<file path="src/rtl/clk_div_prog.sv">
// Programmable clock divider / pulse generator with glitch-free
// config updates at period boundaries.
//
// Ports:
//   clk, rst          : clock, synchronous active-high reset
//   en                : run request, sampled every edge
//   cfg_valid/ready   : config handshake (ready = no config pending)
//   cfg_div, cfg_high : period and high-time in cycles
//   clk_out           : registered divided output
//   period_start      : 1-cycle pulse with each period's first output
//   running           : high while in RUN
module clk_div_prog #(
  parameter int CNT_W        = 8,
  parameter int DEFAULT_DIV  = 4,
  parameter int DEFAULT_HIGH = 1
) (
  input  logic             clk,
  input  logic             rst,
  input  logic             en,
  input  logic             cfg_valid,
  input  logic [CNT_W-1:0] cfg_div,
  input  logic [CNT_W-1:0] cfg_high,
  output logic             cfg_ready,
  output logic             clk_out,
  output logic             period_start,
  output logic             running
);

  typedef enum logic [0:0] {
    IDLE = 1'b0,
    RUN  = 1'b1
  } state_t;

  localparam logic [CNT_W-1:0] ONE   = CNT_W'(1);
  localparam logic [CNT_W-1:0] TWO   = CNT_W'(2);
  localparam logic [CNT_W-1:0] DIV0  = CNT_W'(DEFAULT_DIV);
  localparam logic [CNT_W-1:0] HIGH0 = CNT_W'(DEFAULT_HIGH);

  state_t           state;
  state_t           state_d;
  logic [CNT_W-1:0] cnt;
  logic [CNT_W-1:0] cnt_d;
  logic [CNT_W-1:0] div_act;
  logic [CNT_W-1:0] high_act;
  logic [CNT_W-1:0] sh_div;
  logic [CNT_W-1:0] sh_high;
  logic [CNT_W-1:0] high_use;
  logic             pending;
  logic             accept;
  logic             apply;
  logic             wrap;
  logic             clk_out_d;
  logic             ps_d;

  assign cfg_ready = ~pending;
  assign running   = (state == RUN);
  assign accept    = cfg_valid & ~pending;
  assign wrap      = (state == RUN) && (cnt == div_act - ONE);
  // pending is the pre-edge value, so an accept never applies
  // on its own edge.
  assign apply     = pending & ((state == IDLE) | wrap);

  always_ff @(posedge clk) begin
    if (rst) state <= IDLE;
    else     state <= state_d;
  end

  always_comb begin
    state_d = state;
    unique case (state)
      IDLE: if (en) state_d = RUN;
      RUN:  if (wrap && !en) state_d = IDLE;
      default: state_d = IDLE;
    endcase
  end

  always_comb begin
    cnt_d     = cnt;
    clk_out_d = 1'b0;
    ps_d      = 1'b0;
    // A period launched from IDLE already uses a config
    // applied on that same edge.
    high_use  = apply ? sh_high : high_act;
    unique case (state)
      IDLE: begin
        cnt_d = '0;
        if (en) begin
          clk_out_d = (high_use != '0);
          ps_d      = 1'b1;
          cnt_d     = ONE;
        end
      end
      RUN: begin
        clk_out_d = (cnt < high_act);
        ps_d      = (cnt == '0);
        cnt_d     = wrap ? '0 : cnt + ONE;
        if (wrap && !en) begin
          clk_out_d = 1'b0;
          ps_d      = 1'b0;
        end
      end
      default: cnt_d = '0;
    endcase
  end

  always_ff @(posedge clk) begin
    if (rst) begin
      cnt          <= '0;
      clk_out      <= 1'b0;
      period_start <= 1'b0;
      pending      <= 1'b0;
      div_act      <= DIV0;
      high_act     <= HIGH0;
      sh_div       <= DIV0;
      sh_high      <= HIGH0;
    end else begin
      cnt          <= cnt_d;
      clk_out      <= clk_out_d;
      period_start <= ps_d;
      if (apply) begin
        div_act  <= sh_div;
        high_act <= sh_high;
        pending  <= 1'b0;
      end
      if (accept) begin
        sh_div  <= (cfg_div < TWO) ? TWO : cfg_div;
        sh_high <= cfg_high;
        pending <= 1'b1;
      end
    end
  end

endmodule
</file>
<file path="config.mk">
export PLATFORM = sky130hd
export DESIGN_NAME = clk_div_prog
export DESIGN_NICKNAME = d
export VERILOG_FILES = /design/src/rtl/clk_div_prog.sv
export SDC_FILE = /design/constraint.sdc
export NUM_CORES = 1
export LEC_CHECK = 0
export BUFFER_PORTS_ARGS = -buffer_cell sky130_fd_sc_hd__buf_2
export CELL_PAD_IN_SITES_DETAIL_PLACEMENT = 0
export CELL_PAD_IN_SITES_GLOBAL_PLACEMENT = 1
export CORE_ASPECT_RATIO = 0.6
export CORE_MARGIN = 5
export CORE_UTILIZATION = 25
export DETAILED_ROUTE_END_ITERATION = 6
export GPL_TIMING_DRIVEN = 0
export PLACE_DENSITY_LB_ADDON = 0.1
export SKIP_CTS_REPAIR_TIMING = 1
export SYNTH_ARGS = -nofsm -noshare
export SYNTH_HDL_FRONTEND = slang
export SYNTH_SLANG_ARGS = --single-unit
</file>
<file path="constraint.sdc">
create_clock -name clk -period 3 [get_ports clk]
set_input_delay 0.15 -clock clk [delete_from_list [all_inputs] [get_ports clk]]
set_output_delay 0.15 -clock clk [all_outputs]
set_load 0.05 [all_outputs]
</file>
==> results of run 1 <==
==> logic make-up (layout without fill, tap and decap cells) <==
group | Yosys count | after routing
and+or+nand+nor | 124 | 124
DFF | 44 | 44
AOI/OAI and AO/OA | 42 | 42
buffers and inverters | 26 | 60
xor gates and xnor gates | 14 | 14
adders and majority gates | 10 | 10
muxes | 7 | 7
==> sequential cells by signal (all words and copies together) (netlist names) <==
register / flops
pending: 1
cnt: 8
div_act: 8
running: 1
high_act: 8
period_start: 1
sh_div: 8
clk_out: 1
sh_high: 8
==> metrics by stage <==
step | instance area, µm² | instances | TNS, ps
floorplan | 2280 | 267 | 0
global placement | 2535 | 405 | -211.6
detailed placement | 2535 | 405 | -198.2
CTS | 2673 | 412 | -278.4
global route | 2730 | 417 | -11.04
finish | 2730 | 417 | 0
==> layer usage <==
metal	GRT usage [%]	vias up
li1	-	1005
met3	3.193	7
met4	3.361	0
met2	15.38	25
met1	18.17	912
met5	0	-
==> worst min-delay path, cell delays in order <==
cell,delay (ps)
buf_2,80
nand2_1,40
nand3b_1,70
==> worst min-delay path by stage <==
stage / start / slack (ps) / end / cells after the start
3_5_place_dp: cfg_high[0] / 370 / sh_high[0] / 3
2_1_floorplan: cfg_div[2] / 270 / sh_div[2] / 2
5_1_grt: cfg_high[0] / 90 / sh_high[0] / 3
4_1_cts: cfg_high[0] / 70 / sh_high[0] / 3
6_report: cfg_high[0] / 70 / sh_high[0] / 3
3_3_place_gp: cfg_high[0] / 360 / sh_high[0] / 3
==> where the power goes <==
| part | total [µW] | internal (µW) | leakage [µW] | switching [µW] |
|---|---|---|---|---|
| clock | 544 | 303 | 0.0000657 | 241 |
| sequential | 633 | 609 | 0.000359 | 23.7 |
| combinational | 177 | 71.2 | 0.000574 | 106 |
==> synth_stat cells, drive strengths merged, types with 2 or more instances <==
library cell | count | share of area, %
mux2i | 7 | 3.1
or4 | 11 | 3.8
inv | 14 | 2.3
nand2b | 20 | 5.5
ha | 10 | 5.5
nor4 | 7 | 1.9
nand3b | 2 | 0.66
o31ai | 10 | 3.3
nor3 | 5 | 1.6
a21oi | 19 | 4.2
nor2b | 3 | 0.82
xor2 | 6 | 2.3
nand4b | 2 | 0.77
nor2 | 16 | 2.6
dfxtp | 44 | 39
xnor2 | 8 | 3.1
and3 | 4 | 1.2
nand2 | 38 | 6.3
clkbuf | 9 | 1.5
nand3 | 11 | 2.4
buf | 3 | 1.2
==> layout make-up <==
type,count,area share (%)
buffer,12,2.200
sequential,44,32.26
multi-input combinational,197,47.48
clock buffer,5,4.583
tap,116,5.316
timing repair buffer,27,5.775
inverter,14,1.925
clock inverter,2,0.4583
==> results.yml, run 1 <==
outcome:
  status: "finished, final reports clean"
pwr:
  leakagePower_uw: 0.0009986
  p_total_uw: 1354
  p_per_area_mw_per_mm2: 495.9
  ir_worst_vdd_mv: 0.2297
clocking:
  clk_root_buffer_cell: "clkbuf_16"
  insertion_delay_ps: 290
  cts.sinks: 44
  clock_path_buffers: 2
  cts_made_buffers: 5
  cts_max_level: 2
  tritoncts: "yes"
  path_clk_slew_ps: 60
finish:
  drive_gt1_share_pct: 15.28
  layout_common_cells: "44 x dfxtp_1, 38 x nand2_1, 23 x buf_2"
  multiInputGateArea_mm2: 0.001296
  syn2layout_area_growth_pct: 19.76
  seqCellArea_um2: 880.8
  antenna_cells: 0
  n_fill_cell: 975
  fin_util_pct: 30.27
  layout_commonest_cell: "dfxtp_1"
  fin_nets: 331
critical_path:
  cp_cell_sequence: "inv_1 > ha_2 > or3b_4 > or4_4 > a2111oi_4 > a21boi_4 > nor3_4 > buf_12 > buf_2 > o31ai_1"
  crit_path_start: "div_act[0]"
  r2r_start: "div_act[0]"
  r2r_end: "high_act[3]"
  critPathMaxStageDelay_ps: 440
  cp-end-kind: "register"
  crit_type: "register to register"
  reg2regPathDepth: 10
  path_depth: 10
  critPathBufInv: 3
  path_max_fanout: 10
  crit_arrival_ps: 3040
  rrSetupSlack_ps: 120
  startpoint_type: "register"
  crit_path_top_delay_cell: "or4_4"
  crit_path_end: "high_act[3]"
  crit_family: "simple AND/OR/NAND/NOR gates"
  required_ps: 3160
yosys:
  synth-seq-cells: 44
  synth-edff-count: 0
  yosys.area_share.simple_pct: 29.58
  syn_inst: 267
  avgSynthCellArea_um2: 8.538
  synth_warnings: 0
  synth_cell_type_count: 43
  syn_area_mm2: 0.002280
  ys.flop_type: "dfxtp_1"
  synth-xor-area-share_pct: 5.379
  synth_seq_area_share_pct: 38.64
  synth_fa_ha_area_share_pct: 5.488
  synth_nets: 297
  synth_mux_area_share_pct: 3.074
  async_flop_share_pct: 0
  synth_top_family_by_area: "simple AND/OR/NAND/NOR gates"
  synth-compound-area-share_pct: 12.90
route:
  drc: 0
  wl_met1_um: 3613
  wl_met2_um: 2439
  via_per_inst: 4.674
  ant_nets: 0
  wl_per_cell_um: 15.31
  detail_route.wirelength_um: 6384
  drt_iter0_drc: 94
  top_layer: "met4"
  wl_met3_um: 257
  vias: 1949
  dr.pass1.iters: 4
floorplan:
  die_area_mm2: 0.01119
  die_w_um: 133.3
  die_h_um: 83.97
  io_pins: 24
  start_util_pct: 25.27
  core_mm2: 0.009020
  fp-row-count: 27
sta:
  relSlewSlack_pct: 55.08
  clock_skew_ps: 6.016
  layout_worst_path_cycle_share_pct: 96.04
  min_period_ps: 2881
  final_max_slew_viol_count: 0
  max_freq_ghz: 0.3471
  whs_ps: 74.58
  hold_viol: 0
  setup_viol: 0
  setup_ws_ps: 118.8
  max_slew.worst_pin.slew_ps: 670.9
global_route:
  antenna_found_initial: 0
  grt_pass1_wl_um: 10030
  grt_use_total_pct: 11.73
  grt.overflow.total: 0
  grt_max_degree: 14
  grt_pass1_vias: 1838
placed_design:
  pre_cts_slack_ps: -57.33
  gp_congestion: 0.6869
  place.detailed.hpwl_um: 4954
  numPortBuffers: 22
run:
  drv_cap: 0
worst_hold_path:
  min_path_type: "input pin to register"
Note: power is estimated with default switching activity, not from simulation.
==> run 2, diff against run 1 <==
==> constraint.sdc (replaced) <==
create_clock -name clk -period 2.65 [get_ports clk]
set_input_delay 0.1325 -clock clk [delete_from_list [all_inputs] [get_ports clk]]
set_output_delay 0.1325 -clock clk [all_outputs]
set_load 0.05 [all_outputs]
==> run 2 against run 1 <==
The flow now finishes with violations (negative setup slack). Register-to-register slack worse by 290 ps. Global-route usage is 0.35 points higher. First-iteration DRC count rose by 4.3%. Power grew 22%. Sequential share of layout area is 0.99 points lower. Sequential power is 13% higher. Utilization is 1.1 points higher. Die area stayed put. Flip-flop and latch count did not move. Worst hold slack worse by 30 ps. Maximum frequency grew 2.0%. Largest power group is now the clock network. Highest routed layer unchanged.
==> results.yml, run 2 (synthesis gave the netlist of run 1 again) <==
critical_path:
  cp-end-kind: "register"
  startpoint_type: "register"
  path_max_fanout: 7
  required_ps: 2820
  crit_type: "register to register"
  crit_arrival_ps: 2990
floorplan:
  fp-row-count: 27
  core_mm2: 0.009020
  io_pins: 24
  die_w_um: 133.3
  die_h_um: 83.97
  die_area_mm2: 0.01119
  start_util_pct: 25.27
sta:
  max_freq_ghz: 0.3538
  final_max_slew_viol_count: 0
  layout_worst_path_cycle_share_pct: 106.6
  hold_viol: 0
  rsz0062_at_grt: "true"
  whs_ps: 44.53
  min_period_ps: 2826
  max_slew.worst_pin.slew_ps: 657.5
  relSlewSlack_pct: 55.97
  clock_skew_ps: 8.428
  setup_viol: 14
  setup_ws_ps: -176.1
global_route:
  grt_pass1_vias: 1923
  grt_pass1_wl_um: 10500
  grt_max_degree: 15
  grt_use_total_pct: 12.08
  grt.overflow.total: 0
  antenna_found_initial: 0
route:
  ant_nets: 0
  via_per_inst: 4.643
  drt_iter0_drc: 98
  dr.pass1.iters: 4
  vias: 1964
  wl_per_cell_um: 15.52
  detail_route.wirelength_um: 6564
  drc: 0
clocking:
  cts.sinks: 44
  tritoncts: "yes"
  path_clk_slew_ps: 70
  clk_root_buffer_cell: "clkbuf_16"
  cts_made_buffers: 5
  cts_max_level: 2
  clock_path_buffers: 2
  insertion_delay_ps: 290
pwr:
  leakagePower_uw: 0.001043
  ir_worst_vdd_mv: 0.2667
  p_per_area_mw_per_mm2: 584.2
finish:
  layout_commonest_cell: "dfxtp_1"
  fin_nets: 336
  antenna_cells: 0
  layout_common_cells: "42 x dfxtp_1, 37 x nand2_1, 22 x buf_2"
  syn2layout_area_growth_pct: 24.26
  drive_gt1_share_pct: 18.89
  final_cell_area_mm2: 0.002833
outcome:
  status: "finished with violations"
  violations: "negative setup slack"
placed_design:
  place_area_mm2: 0.002550
  numPortBuffers: 22
  gp_congestion: 0.6640
  place.detailed.hpwl_um: 4930
run:
  drv_cap: 0
worst_hold_path:
  min_path_type: "input pin to register"
[run 2: area by class of cell]
cell class	count	area, µm²
inverters	14	55.05
clock buffers	5	125.1
plain buffers	12	60.06
multi-input cells	198	1325
clock inverters	3	42.54
flip-flops and latches	44	885.9
well taps	116	145.1
repair buffers	31	193.9
fillers	976	6187
[run 2: worst max-delay path: stages (launching register included)]
cell and delay (ps):
dfxtp_4 370, inv_4 60, ha_4 130, or3b_4 380, or4_4 450, a2111oi_4 490, a21boi_4 150, nor3_4 320
buf_6 180, buf_12 120, o31ai_1 60
[run 2: metal layers]
metal,wire length [µm],up-vias,track usage [%]
li1,-,1023,-
met1,3920,912,19.27
met2,2379,22,15.29
met3,199,7,3.313
met4,65,0,3.081
met5,0,-,0
[run 2: stage by stage]
stage	setup WS (ps)	TNS [ps]	power [µW]	std cells	utilization [%]
finish	-176.1	-1929	1655	423	31.41
global route	-269.6	-3570	1731	423	31.41
CTS	-398.0	-4731	1656	413	30.13
detailed placement	-400.9	-4610	923.2	405	28.27
global placement	-354.3	-4224	924.0	405	28.27
floorplan	-33.86	-33.86	857.3	267	-
[run 2: path summary, 6_finish.rpt]
path                                  start           to  slack (ps)  cells past startpoint
worst max-delay path             div_act[0]  high_act[2]        -180                     10
worst min-delay path            cfg_high[0]   sh_high[0]          40                      3
worst max register to register   div_act[0]  high_act[2]        -180                     10
worst min register to register    sh_div[6]    sh_div[6]         460                      2
[run 2: power by group]
| group | switching, µW | total (µW) | internal (µW) |
|---|---|---|---|
| registers | 27.6 | 717 | 689 |
| logic | 123 | 209 | 86.6 |
| clock network | 285 | 729 | 444 |
| total | 436 | 1650 | 1220 |
==> run 3, diff against run 2 <==
--- a/config.mk
+++ b/config.mk
@@ -6,14 +6,10 @@
 export NUM_CORES = 1
 export LEC_CHECK = 0
 export BUFFER_PORTS_ARGS = -buffer_cell sky130_fd_sc_hd__buf_2
-export CELL_PAD_IN_SITES_DETAIL_PLACEMENT = 0
-export CELL_PAD_IN_SITES_GLOBAL_PLACEMENT = 1
 export CORE_ASPECT_RATIO = 0.6
-export CORE_MARGIN = 5
 export CORE_UTILIZATION = 25
 export DETAILED_ROUTE_END_ITERATION = 6
 export GPL_TIMING_DRIVEN = 0
-export PLACE_DENSITY_LB_ADDON = 0.1
 export SKIP_CTS_REPAIR_TIMING = 1
 export SYNTH_ARGS = -nofsm -noshare
 export SYNTH_HDL_FRONTEND = slang
==> run 3 against run 2 <==
The flow still finishes with violations (negative setup slack). First-iteration DRC count rose by 42%. Maximum frequency rose by 3.1%. Critical path depth is 2 lower. Via count increased by 0.36%.
==> results.yml, run 3 (synthesis gave the netlist of run 1 again) <==
outcome:
  status: "finished with violations"
  violations: "negative setup slack"
floorplan:
  die_w_um: 125.3
  die_area_mm2: 0.009517
  die_h_um: 75.97
  core_mm2: 0.008686
  start_util_pct: 26.25
  fp-row-count: 26
  io_pins: 24
sta:
  max_slew.worst_pin.slew_ps: 752.1
  max_freq_ghz: 0.3648
  hold_viol: 0
  setup_ws_ps: -91.49
  whs_ps: 55.92
  relSlewSlack_pct: 49.40
  layout_worst_path_cycle_share_pct: 103.5
  rsz0062_at_grt: "true"
  setup_viol: 15
  min_period_ps: 2741
  clock_skew_ps: 4.866
  final_max_slew_viol_count: 0
pwr:
  p_per_area_mw_per_mm2: 561.8
  leakagePower_uw: 0.001010
  ir_worst_vdd_mv: 0.2204
placed_design:
  place.detailed.hpwl_um: 4477
  gp_congestion: 0.7710
  numPortBuffers: 22
critical_path:
  crit_type: "register to register"
  r2r_start: "div_act[0]"
  reg2regPathDepth: 8
  rrSetupSlack_ps: -90
  r2r_end: "high_act[2]"
  cp-end-kind: "register"
  startpoint_type: "register"
  path_max_fanout: 10
  required_ps: 2840
  crit_arrival_ps: 2930
clocking:
  cts_max_level: 2
  clock_path_buffers: 2
  tritoncts: "yes"
  cts.sinks: 44
  cts_made_buffers: 5
  path_clk_slew_ps: 60
  clk_root_buffer_cell: "clkbuf_16"
  insertion_delay_ps: 290
global_route:
  grt.overflow.total: 0
  grt_max_degree: 13
  grt_pass1_wl_um: 9128
  antenna_found_initial: 0
  grt_use_total_pct: 12.56
  grt_pass1_vias: 1759
finish:
  fin_nets: 332
  fin_util_pct: 31.73
  layout_common_cells: "42 x dfxtp_1, 37 x nand2_1, 22 x buf_2"
  syn2layout_area_growth_pct: 20.91
  antenna_cells: 0
  n_fill_cell: 906
  drive_gt1_share_pct: 16.83
  layout_commonest_cell: "dfxtp_1"
route:
  detail_route.wirelength_um: 5768
  ant_nets: 0
  wl_per_cell_um: 13.90
  via_per_inst: 4.749
  drc: 0
  drt_iter0_drc: 139
  dr.pass1.iters: 6
  vias: 1971
worst_hold_path:
  min_path_cells: 3
  hold_start: "cfg_high[0]"
  min_to: "sh_high[0]"
  min_path_type: "input pin to register"
run:
  drv_cap: 0
==> run 3: critical path, cell delays in order (launching register included) <==
cell and delay (ps):
dfxtp_2 350, inv_2 80, ha_4 140, or3b_4 390
or4_4 510, a2111oi_4 400, a21boi_4 170, or4_1 520
o31ai_1 90
==> run 3: power by group <==
group	switching [µW]	internal (µW)	leakage, µW	total [µW]
Sequential	26.6	690	0.000360	717
Combinational	118	81.9	0.000579	200
Clock	255	376	0.0000712	631
Total	400	1150	0.00101	1550
==> run 3: worst max path at each step <==
stage / startpoint / slack (ps) / endpoint / cells past startpoint
finish: div_act[0] / -90 / high_act[2] / 8
global route: div_act[0] / -170 / div_act[6] / 10
CTS: div_act[0] / -340 / div_act[6] / 9
detailed placement: div_act[0] / -320 / div_act[6] / 9
global placement: div_act[0] / -280 / div_act[6] / 9
floorplan: div_act[0] / -30 / div_act[6] / 9
==> run 3: layout make-up <==
class,instances,area (µm²),area share (%)
multi-input combinational,197,1315,47.71
buffer,12,60.06,2.179
tap,112,140.1,5.084
clock buffer,8,146.4,5.311
inverter,14,52.55,1.906
timing repair buffer,28,158.9,5.765
sequential,44,883.3,32.05
==> run 3: through the flow <==
stage	TNS, ps	instances	power (µW)	area, µm²	worst slack (ps)
after detailed placement	-3791	401	918.3	2545	-316.4
after global placement	-3112	401	914.4	2545	-279.1
final	-687.4	415	1548	2756	-91.49
after global routing	-2047	415	1622	2756	-168.8
after floorplan	-33.86	267	857.3	2295	-33.86
after CTS	-3986	409	1550	2691	-338.2
==> run 3: per-layer routing <==
layer  GRT usage [%]  share of wire (%)
met4           5.000                1.5
met3           3.884                8.9
met2           14.92                 36
met1           19.72                 54
met5               0                  0
